[src/rtl/booth_seq_mul.sv]
// booth_seq_mul
// Sequential radix-2 Booth multiplier for signed 4x4 operands. It accepts one
// operand pair, runs four Booth steps through a single shared adder, and then
// presents the signed 8-bit product.
//
// Ports:
//   clk        system clock, rising edge
//   rst        asynchronous active-high reset
//   in_valid   operand pair M/R is valid
//   in_ready   block can accept an operand pair (IDLE)
//   M, R       multiplicand / multiplier, two's complement, 4 bits
//   out_valid  product on out is valid (DONE)
//   out_ready  consumer accepts the product
//   out        signed product M*R, 8 bits, held stable until the next result
//   busy       high in CALC or DONE
//
// state | meaning
// IDLE  | waiting for an operand pair, in_ready=1
// CALC  | one Booth add/subtract plus arithmetic shift per clock, 4 clocks
// DONE  | product presented, waiting for out_ready
module booth_seq_mul (
    input  logic       clk,
    input  logic       rst,
    input  logic       in_valid,
    output logic       in_ready,
    input  logic [3:0] M,
    input  logic [3:0] R,
    output logic       out_valid,
    input  logic       out_ready,
    output logic [7:0] out,
    output logic       busy
);

    typedef enum logic [1:0] {
        IDLE = 2'd0,
        CALC = 2'd1,
        DONE = 2'd2
    } state_t;

    state_t     state;
    state_t     state_nxt;
    logic [1:0] cnt;
    logic [9:0] p;
    logic [9:0] a;
    logic [9:0] s;
    logic [9:0] p_sum;
    logic [9:0] p_step;
    logic [4:0] m_ext;
    logic [4:0] m_neg;
    logic       accept;
    logic       last_step;

    // Sign-extending to 5 bits before negating keeps M = -8 representable.
    assign m_ext     = {M[3], M};
    assign m_neg     = ~m_ext + 5'd1;
    assign accept    = (state == IDLE) && in_valid;
    assign last_step = (state == CALC) && (cnt == 2'd3);

    // State register
    always_ff @(posedge clk or posedge rst) begin
        if (rst) begin
            state <= IDLE;
        end else begin
            state <= state_nxt;
        end
    end

    // Next-state logic
    always_comb begin
        state_nxt = state;
        unique case (state)
            IDLE: if (in_valid)  state_nxt = CALC;
            CALC: if (cnt == 2'd3) state_nxt = DONE;
            DONE: if (out_ready) state_nxt = IDLE;
            default: state_nxt = IDLE;
        endcase
    end

    // Outputs decoded from state only
    always_comb begin
        in_ready  = (state == IDLE);
        out_valid = (state == DONE);
        busy      = (state != IDLE);
    end

    // Booth step: the recoding pair P[1:0] selects add A, add S or nothing,
    // followed by an arithmetic shift right of the full 10-bit register.
    always_comb begin
        unique case (p[1:0])
            2'b01:   p_sum = p + a;
            2'b10:   p_sum = p + s;
            default: p_sum = p;
        endcase
        p_step = {p_sum[9], p_sum[9:1]};
    end

    // Datapath registers
    always_ff @(posedge clk or posedge rst) begin
        if (rst) begin
            p   <= '0;
            a   <= '0;
            s   <= '0;
            cnt <= '0;
            out <= '0;
        end else if (accept) begin
            p   <= {5'b0, R, 1'b0};
            a   <= {m_ext, 5'b0};
            s   <= {m_neg, 5'b0};
            cnt <= '0;
        end else if (state == CALC) begin
            p   <= p_step;
            cnt <= cnt + 2'd1;
            if (last_step) begin
                out <= p_step[8:1];
            end
        end
    end

endmodule

[config.mk]
export PLATFORM = sky130hd
export DESIGN_NAME = booth_seq_mul
export DESIGN_NICKNAME = d
export VERILOG_FILES = /design/src/rtl/booth_seq_mul.sv
export SDC_FILE = /design/constraint.sdc
export NUM_CORES = 1
export LEC_CHECK = 0
export CAP_MARGIN = 25
export CORE_MARGIN = 2
export CORE_UTILIZATION = 35
export CTS_BUF_LIST = sky130_fd_sc_hd__clkbuf_8
export CTS_CLUSTER_SIZE = 10
export DETAILED_ROUTE_END_ITERATION = 16
export GPL_ROUTABILITY_DRIVEN = 0
export SYNTH_ARGS = -nofsm -noshare
export SYNTH_HDL_FRONTEND = slang
export SYNTH_SLANG_ARGS = --single-unit
[constraint.sdc]
create_clock -name clk -period 2.3 [get_ports clk]
set_clock_uncertainty 0.05 [all_clocks]
set_input_delay 0.345 -clock clk [delete_from_list [all_inputs] [get_ports clk]]
set_output_delay 0.345 -clock clk [all_outputs]
set_load 0.02 [all_outputs]
# After elaboration in Yosys (flattened, before gate mapping)
# Index checks and enable logic that the tools add are counted.
dict set report word_totals {
  reg_bits 31
  output_inout_bits 11
  word_cells 36
}
dict set report op_classes {
  addsub 4
  n_eq_ne 8
  mux 9
  n_bitwise 2
  n_reduce_logical 7
}
# cell n
set op_table {}
lappend op_table {{10-bit adder} 2}
lappend op_table {{10-bit two-way mux} 2}
lappend op_table {{10-bit case mux with 2 select lines} 1}
lappend op_table {{2-bit two-way mux} 5}
lappend op_table {{2-bit == test, second input constant} 3}
lappend op_table {{2-bit case mux with 3 select lines} 1}
lappend op_table {{3-bit AND reduction} 2}
lappend op_table {{5-bit by 1-bit adder with 5-bit output, second input constant} 1}
lappend op_table {{5-bit inverter} 1}
lappend op_table {{2-bit by 1-bit == test with 1-bit output, second input constant} 2}
lappend op_table {{2-bit != test, second input constant} 2}
lappend op_table {{2-bit nonzero test} 2}
lappend op_table {{2-bit by 1-bit adder with 2-bit output, second input constant} 1}
lappend op_table {{1-bit logical AND} 2}
lappend op_table {{2-bit logical NOT} 1}
lappend op_table {{2-bit by 1-bit != test with 1-bit output, second input constant} 1}
lappend op_table {{1-bit inverter} 1}

# Logic depth before layout (Yosys ltp)
dict set report depth {
  depth_word 4
  mapped_depth 8
  depth_no_buf 8
}

# Worst setup path before layout
# No wires, ideal clock.
dict set report synth_timing {
  path_kind {flip-flop to flip-flop}
  start {register p[0]}
  end {register out[7]}
  setup_time_ns 0.069
  arrival_time_ns 2.172
  required_time_ns 2.181
  setup_slack_ns 0.009
  path_stages_with_launch 9
  n_path_buf 0
  synth_period_minus_slack_ns 2.291
  cell_sequence {dfrtp_1 -> inv_1 -> ha_1 -> mux2_2 -> fa_1 -> nand3_1 -> a211oi_1 -> or4_1 -> nand3_1}
}
dict set report synth_between {
  elab_chain_len 2
  elab_cells_between_ends 5
}
# element line_no
set synth_lines {}
lappend synth_lines {{from (decl)} 43} ;# logic [9:0] p;
lappend synth_lines {{from (signal assigned)} 106} ;# p <= {5'b0, R, 1'b0};
lappend synth_lines {{from (signal assigned)} 111} ;# p <= p_step;
lappend synth_lines {{10-bit adder, or another cell as far along} 91} ;# 2'b10: p_sum = p + s;
lappend synth_lines {{10-bit case mux with 2 select lines (*)} 89} ;# unique case (p[1:0])
lappend synth_lines {{to (signal assigned)} 114} ;# out <= p_step[8:1];
lappend synth_lines {{to (decl)} 30} ;# output logic [7:0] out,
# Every way passes the cells marked *; elsewhere a longest branch is shown, timed or not.
# A chain may end at the register's enable or synchronous reset.

# Final worst setup path
# Same ends and word-level chain as after synthesis.

==> metrics <==
status=finished clean; Primary FF master, synth=dfrtp_1; final setup margin=0.08191 ns; Synth area leaders=dfrtp_1, nand2_1, ha_1; Final min period=approximately 2.2 ns; cts bufs inserted=5; aggregate negative setup slack=0 ns; type of origin of the critical path=register; Gate Count Post-Synth=150; # rows=23; RSZ-0062 raised after global routing=no; Adder-Cell Fraction of Synth Area=under 10%; Power Density=1573 nW/um^2; 1st-pass router iterations=4; via count=roughly 1200; CP Class=reg -> reg; multi-input logic area=slightly below 800 sq um; gr ovfl total=0; DRC=0; CP arrival=about 2.4 ns; detailed placement HPWL=between 2 and 2.5 mm; Distinct cells, synth=32; initial antenna violation count=0; most common cell after layout, fill and taps aside=nand2_1; synthesized flop and latch total=29; Worst-Margin Slew=roughly 0.64 ns; nets=~200; register area=roughly 730 sq um; clock root cell=clkbuf_8; synthesis-to-layout area growth=32.18%; Post-CTS Setup Inserts=0; Synth Cell Area=around 1500 sq um; post-synth top area share=roughly half; Max Cap Viol=0; via-per-instance ratio=~5; largest net degree at the start of global routing=30; Die ar.=about 4800 sq um; R2R Setup Slk=0.08 ns; die width=~69 um; Pleak=approximately 0.9 nW; syn avg cell area=about 10 sq um; CTS max path bufs=2; final slew viol count=0; Fillers=around 400; Max VDD drop=around 0.0005 V; I/O Pins=23; largest area contributor in the netlist=dfrtp_1; FFs w/ async S/R, synth=100.0%; core area=4029 sq um; Total GRT Usage=around 16%; CTS tree=built; H-tree depth=2; mux share of post-synthesis cell area=7.621%; compound-cell area share of the yosys netlist=approximately an eighth; warnings from Yosys=0; ANT nets after route=0; FMAX=approximately 0.45 GHz; port bufs=22; worst min path class=in -> async; Slew headroom=a little under three fifths; Chip Height=a little under 70 um; Final period util=between 90% and 100%; first-pass GRT wire length=around 5.5 mm; Initial Utilization=around 37%; share of cells above drive strength 1=about a fifth; 1st-iter DRT viols=67; vias in the first global route=between 1000 and 1500; WL/cell=13.82 um; CTS clk-pin slew, worst paths=around 0.07 ns; Seq/Total Area, Yosys=around half; post-place setup slack=-0.09848 ns; hold buffers post-CTS=0; Clock Latency Late Sink=0.28 ns; Routed WL=about 3.2 mm; main combinational cell family by area after synthesis=simple AND/OR/NAND/NOR gates; reg2reg path depth=8; Hold Slack=approximately 0.4 ns; post-synthesis net count=about 170; most frequent cells in the layout=nand2_1, dfrtp_1, clkdlybuf4s50_1; Post-Synth XOR/XNOR Area=under 10%; Fin. Hold Viols=0; number of flops mapped to enable cells by yosys=0; Setup violations, final=0; worst path required time=between 2 and 2.5 ns; crit path max fanout=4; simple-gate share of the synthesized area=16.00%; Antenna Cells=0; reg2reg start=p[0]$_DFFE_PP0P_; Critical R2R Capture=out[7]$_DFFE_PP0P_; crit end category=register; final std cells w/o fill=between 200 and 250; dpl cells=223; CTS sink cnt=29
## worst max path at each step
stage | from | endpoint | slack [ns] | cells past startpoint
global route | p[0]$_DFFE_PP0P_ | out[7]$_DFFE_PP0P_ | 0.007 | 8
finish | p[0]$_DFFE_PP0P_ | out[7]$_DFFE_PP0P_ | 0.08 | 8
global placement | p[0]$_DFFE_PP0P_ | out[7]$_DFFE_PP0P_ | -0.01 | 8
floorplan | p[0]$_DFFE_PP0P_ | out[7]$_DFFE_PP0P_ | 0.009 | 8
detailed placement | p[0]$_DFFE_PP0P_ | out[7]$_DFFE_PP0P_ | -0.1 | 8
CTS | p[0]$_DFFE_PP0P_ | out[7]$_DFFE_PP0P_ | 0.03 | 8
## worst max-delay path: stages, from the launching register on
cell     delay (ns)
dfrtp_1        0.37
inv_2          0.08
ha_4           0.17
mux2_4         0.31
ha_4           0.29
nand3_2        0.09
and4b_4        0.20
or4_4          0.51
nand3_2        0.08
## flip-flops by register name, summed over array words and instances (netlist names)
| register | count |
|---|---|
| p | 9 |
| out | 8 |
| s | 5 |
| a | 3 |
| cnt | 2 |
| state | 2 |
## cell usage after synthesis (all sizes together), types with 2 or more instances
cell    number
a21oi        4
nand2b       2
dfrtp       29
nor2         6
nor2b        2
inv          8
o21ai       15
o31ai        4
nor3         2
nand3        4
mux2i        3
clkbuf       5
nand2       31
a22oi        3
xor2         3
ha           8
mux2         7
buf          2
## stage by stage
| stage | power [mW] | area (sq um) | util [%] |
|---|---|---|---|
| global route | 3.340 | 1953 | 48.48 |
| global placement | 2.426 | 1793 | 44.50 |
| detailed placement | 2.493 | 1793 | 44.50 |
| CTS | 3.006 | 1914 | 47.52 |
| floorplan | 1.954 | 1478 | - |
| finish | 3.072 | 1953 | 48.48 |
## where the power goes
part           total [mW]  switching (mW)  internal, mW
Sequential          0.945           0.189         0.757
Clock               0.408           0.200         0.208
Combinational        1.72           0.864         0.855
Total                3.07            1.25          1.82
## kinds of logic after synthesis
group | Yosys count
simple gates | 52
flops | 29
mux | 10
fa+ha+maj | 9
compound gates | 31
buf+inv | 15
xor+xnor | 4
## metal layers
| layer | wire [um] | track usage [%] | vias to the layer above |
|---|---|---|---|
| met2 | 1596 | 28.25 | 23 |
| met1 | 1445 | 18.61 | 560 |
| li1 | - | - | 572 |
| met5 | 0 | 0 | - |
| met4 | 50 | 6.618 | 0 |
| met3 | 101 | 4.870 | 5 |
## area by class of cell
class                      count  area share (%)
clock buffer                   5           3.523
clock inverter                 3          0.8969
inverter                       8           1.537
multi-input combinational    106           39.33
sequential                    29           37.16
tap                           50           3.203
timing repair buffer          30           14.35
## repair_timing
item	in CTS	in global routing
cloned	0	0
pin swaps	0	0
setup endpoints to repair	2	3
resized for setup	7	7
Note: power is estimated with default switching activity, not from simulation.
==> RTL edit 1, RTL diff (same settings) <==
Encoding of `state_t`: now one-hot (3 bits for 3 states).
--- a/src/rtl/booth_seq_mul.sv
+++ b/src/rtl/booth_seq_mul.sv
@@ -31,10 +31,10 @@
     output logic       busy
 );
 
-    typedef enum logic [1:0] {
-        IDLE = 2'd0,
-        CALC = 2'd1,
-        DONE = 2'd2
+    typedef enum logic [2:0] {
+        IDLE = 3'b001,
+        CALC = 3'b010,
+        DONE = 3'b100
     } state_t;
 
     state_t     state;
Behaviour: same outputs for any inputs over 10 cycles, from zero or initial values and one cycle with rst high; not proved beyond that.
==> RTL edit 1 against the unedited design <==
  * Power shrank 12%
  * Final area grew 4.3%
  * Count of clock-buffer cells in the layout grew 1
  * Synthesized area grew 4.9%
  * Sequential cell count grew 1
  * Critical path depth is the same
  * Sequential share of layout area shrank 0.24 points
  * Worst setup slack lost 0.014 ns
  * Wire length grew 2.8%
  * Non-clock buffer count grew 1
  * Worst hold slack gained 0.015 ns
  * Critical endpoint is now p[8]
==> RTL edit 1: results (changes against the unedited design) <==
The initial antenna violation count came out at 0 (unchanged). By area the synthesized netlist is led by dfrtp_1, nand2_1, ha_1. The number of non-filler instances in the completed layout is 243 (+5.2%). The sequential element share of the synthesized area is 48.51% (-0.60 points).

The aggregate global-route resource usage is 14.50% (-1.8 points). The largest stage delay on the critical path is 0.39 ns (-0.12 ns). The tightest slew margin relative to the limit came out at 65.54% (+8.3 points).

The via count of the first global-routing pass is 1217 (+1.2%). The global-route met3 utilization came out at 4.986% (+0.12 points). The maximum resistive drop on vdd came to 496.1 uV (-1.7%).

The post-synth net total was 180 (+5.3%). The worst setup slack before clock tree synthesis is -0.04140 ns (+0.05707 ns). The largest registers in the layout are p (9), out (8), s (5). The global-route track usage on met2 came out at 24.42% (-3.8 points). The number of vias per cell after detailed routing was 4.992 (-0.59%).

The first-pass GRT wire length came out at 5664 um (+2.7%). The met1 capacity usage during global routing is 18.21% (-0.40 points). The count of inserted antenna diode cells came out at 0 (unchanged).

The mean cell area of the mapped netlist is 9.750 um2 (-1.0%). The count of distinct cell types in the synthesized netlist came out at 37 (+16%). The wire length per cell came to 13.51 um (-2.2%). The final core utilization is 47.11% (-1.4 points). The buffer depth of the longest clock path is 2 (unchanged). The flow ran to the end, and the final reports show no timing, DRC or antenna violations. The HPWL after detailed placement is 2384 um (+5.2%).

The pin count of the biggest net entering global routing was 31 (+3.3%). The post-placement cell area came to 1882 um2 (+5.0%). The fraction of registers with async set or reset after synthesis came out at 100.0% (unchanged). The data required time at the worst endpoint came to 2.41 ns (-0.06 ns). The placed instance count came to 234 (+4.9%). In the synthesized netlist, the cells that appear most often are nand2_1, dfrtp_1, o21ai_0, a21oi_1. The DRC violation total after the first TritonRoute iteration came out at 52 (-22%). The main flop type after synthesis is dfrtp_1. Broken down by cell family, the worst path's largest delay share belongs to compound AO/OA/AOI/OAI gates.

The share of final-layout standard cells stronger than drive strength 1 is 16.75% (-2.6 points). The total leakage power is 0.0009472 uW (+4.4%). The net switching share of the total power came out at 38.01% (-2.7 points). The total of fill cells in the finished design came to 414 (+4.5%). The slowest cell on the critical path is dfrtp_1. The iteration count of the initial detailed-routing pass came out at 4 (unchanged). The clock-pin slew on the worst setup and hold paths is 0.06 ns. The count of nets after finishing came out at 211 (+5.0%).
## RTL edit 1: final cells by class
cell class	count	share of cell area, %
multi-input combinational	117	40.17
sequential	30	36.92
timing repair buffer	31	14.31
clock buffer	6	4.054
tap	52	3.194
inverter	5	0.9214
clock inverter	2	0.4300
## RTL edit 1: cell families (layout without fill, tap and decap cells)
logic type	count (synthesis)	after routing	share of synthesized area [%]
flip-flops	30	30	48.51
AO/OA/AOI/OAI	32	32	12.67
multiplexers	7	7	5.408
XOR/XNOR	5	5	2.825
adder cells (fa/ha/maj)	9	9	7.748
AND/OR/NAND/NOR	64	64	19.77
buffers and inverters	12	44	3.067
## RTL edit 1: per-layer routing
layer  up-vias  part of all wire (%)
met3         2                   4.2
li1        603                     -
met2        25                    49
met4         0                  0.49
met1       583                    46
met5         -                     0
## RTL edit 1: final timing paths
kind / startpoint / end / slack, ns / cells after the start
max reg2reg: p[0] / p[8] / 0.07 / 8
min reg2reg: out[2] / out[2] / 0.42 / 2
max in group asynchronous: rst / state[0] / 1.48 / 3
max: p[0] / p[8] / 0.07 / 8
min: rst / out[5] / 0.41 / 3
min in group clk: out[2] / out[2] / 0.42 / 2
## RTL edit 1: power by group through the flow
stage / Combinational (uW) / Clock (uW) / Sequential (uW)
after floorplan: 810 / 0 / 894
after global placement: 1170 / 0 / 909
after detailed placement: 1220 / 0 / 914
after CTS: 1300 / 439 / 916
after global routing: 1520 / 473 / 949
final: 1360 / 429 / 912
## RTL edit 1: timing repair
action | CTS | global route
pin swaps | 1 | 9
resized for setup | 6 | 5
setup buffers | 0 | 1
endpoints found under the setup margin | 2 | 4
## RTL edit 1: tightest hold or removal path, delay by kind of cell
kind	cells	cell delay (ns)
buf+inv	3	0.80
==> RTL edit 2, RTL diff (same settings) <==
Made on the original files. Make the reset (`rst`) synchronous in 2 clocked blocks. Comments in the files are not updated.
--- a/src/rtl/booth_seq_mul.sv
+++ b/src/rtl/booth_seq_mul.sv
@@ -57,7 +57,7 @@
     assign last_step = (state == CALC) && (cnt == 2'd3);
 
     // State register
-    always_ff @(posedge clk or posedge rst) begin
+    always_ff @(posedge clk) begin
         if (rst) begin
             state <= IDLE;
         end else begin
@@ -95,7 +95,7 @@
     end
 
     // Datapath registers
-    always_ff @(posedge clk or posedge rst) begin
+    always_ff @(posedge clk) begin
         if (rst) begin
             p   <= '0;
             a   <= '0;
Formal check against the unedited RTL: differs if rst is asserted again (counterexample within 4 cycles, from zero or initial values and one cycle with rst high); with rst held inactive, the same outputs for 10 cycles.
==> RTL edit 2 against the unedited design <==
  * Worst hold slack better by 0.013 ns
  * Wire length increased by 2.4%
  * Sequential cell count unchanged
  * Count of clock-buffer cells in the layout unchanged
  * Maximum frequency increased by 3.8%
  * Final area is 2.6% lower
  * Worst setup slack improved by 0.081 ns
  * Synthesized area up 4.4%
  * First-iteration DRC count increased by 10%
  * Via count up 15%
  * Sequential share of layout area down 6.6 points
Power is not compared: it rests on default switching activity, and its combinational part moved more than twofold at a synthesized area within 25%.
==> RTL edit 2: results (changes against the unedited design) <==
The wire length per cell was 12.16 um (-12%). The arrival time at the worst endpoint came out at 2.25 ns (-0.14 ns). The routed length on met3 came out at 125 um (+24%). The capture point of the critical path is p[8].

The highest net fanout along the worst path is 3 (-1). The post-synthesis compound-gate area fraction came out at 18.73% (+5.9 points). The DRC violation total after the first TritonRoute iteration was 74 (+10%).

The post-placement cell area came to 1815 um2 (+1.3%). Broken down by cell family, the worst path's largest delay share belongs to adder cells. The pin count of the biggest net entering global routing is 23 (-23%). The post-synth net total came out at 216 (+26%). The via count of the first global-routing pass is 1210 (+0.67%). The startpoint of the worst-slack reg-to-reg timing path is p[5]. The hold slack is 0.4062 ns (+0.01340 ns).

The flow ran to the end, and the final reports show no timing, DRC or antenna violations. The first-pass GRT wire length is 5630 um (+2.1%). The largest stage delay on the critical path was 0.41 ns (-0.10 ns). Yosys attributes the largest share of cell area to dfxtp_1, nand2_1, a21oi_1. The global-route track usage on met2 is 22.12% (-6.1 points).

The fraction of registers with async set or reset after synthesis is 0% (-100 points). The portion of netlist area occupied by mux cells is 0.7299% (-6.9 points). The classification of the worst-slack hold path is flip-flop to flip-flop. The global-route met3 utilization came out at 4.473% (-0.40 points). The slew at the pin closest to its max-slew limit came out at 0.4227 ns (-0.2171 ns). The post-synthesis share of cell area spent on full adders, half adders and majority gates came out at 11.52% (+3.4 points).

Among all stages on the critical path, the largest delay is contributed by fa_1.
==> RTL edit 2: layout make-up <==
class,instances,share of cell area (%)
clock buffer,5,3.616
multi-input combinational,142,46.42
inverter,13,2.564
timing repair buffer,25,12.75
tap,52,3.419
sequential,29,30.51
clock inverter,3,0.7232
==> RTL edit 2: power groups by stage <==
stage | Sequential [uW] | Combinational [uW] | Clock, uW
after floorplan | 544 | 104 | 0
after global placement | 549 | 155 | 0
after detailed placement | 549 | 156 | 0
after CTS | 538 | 156 | 412
after global routing | 541 | 174 | 432
final | 538 | 155 | 401
==> RTL edit 2: stage by stage <==
stage / setup slack [ns] / std cells / utilization, %
after floorplan: 0.3664 / 191 / -
after global placement: 0.2542 / 261 / 42.28
after detailed placement: 0.1713 / 261 / 42.28
after CTS: 0.1643 / 269 / 44.20
after global routing: 0.05290 / 269 / 44.32
final: 0.1625 / 269 / 44.32
==> RTL edit 2: timing repair <==
item                                    CTS  global route
endpoints found under the setup margin    0             1
resized for setup                         0             1
buffers inserted                          0             0
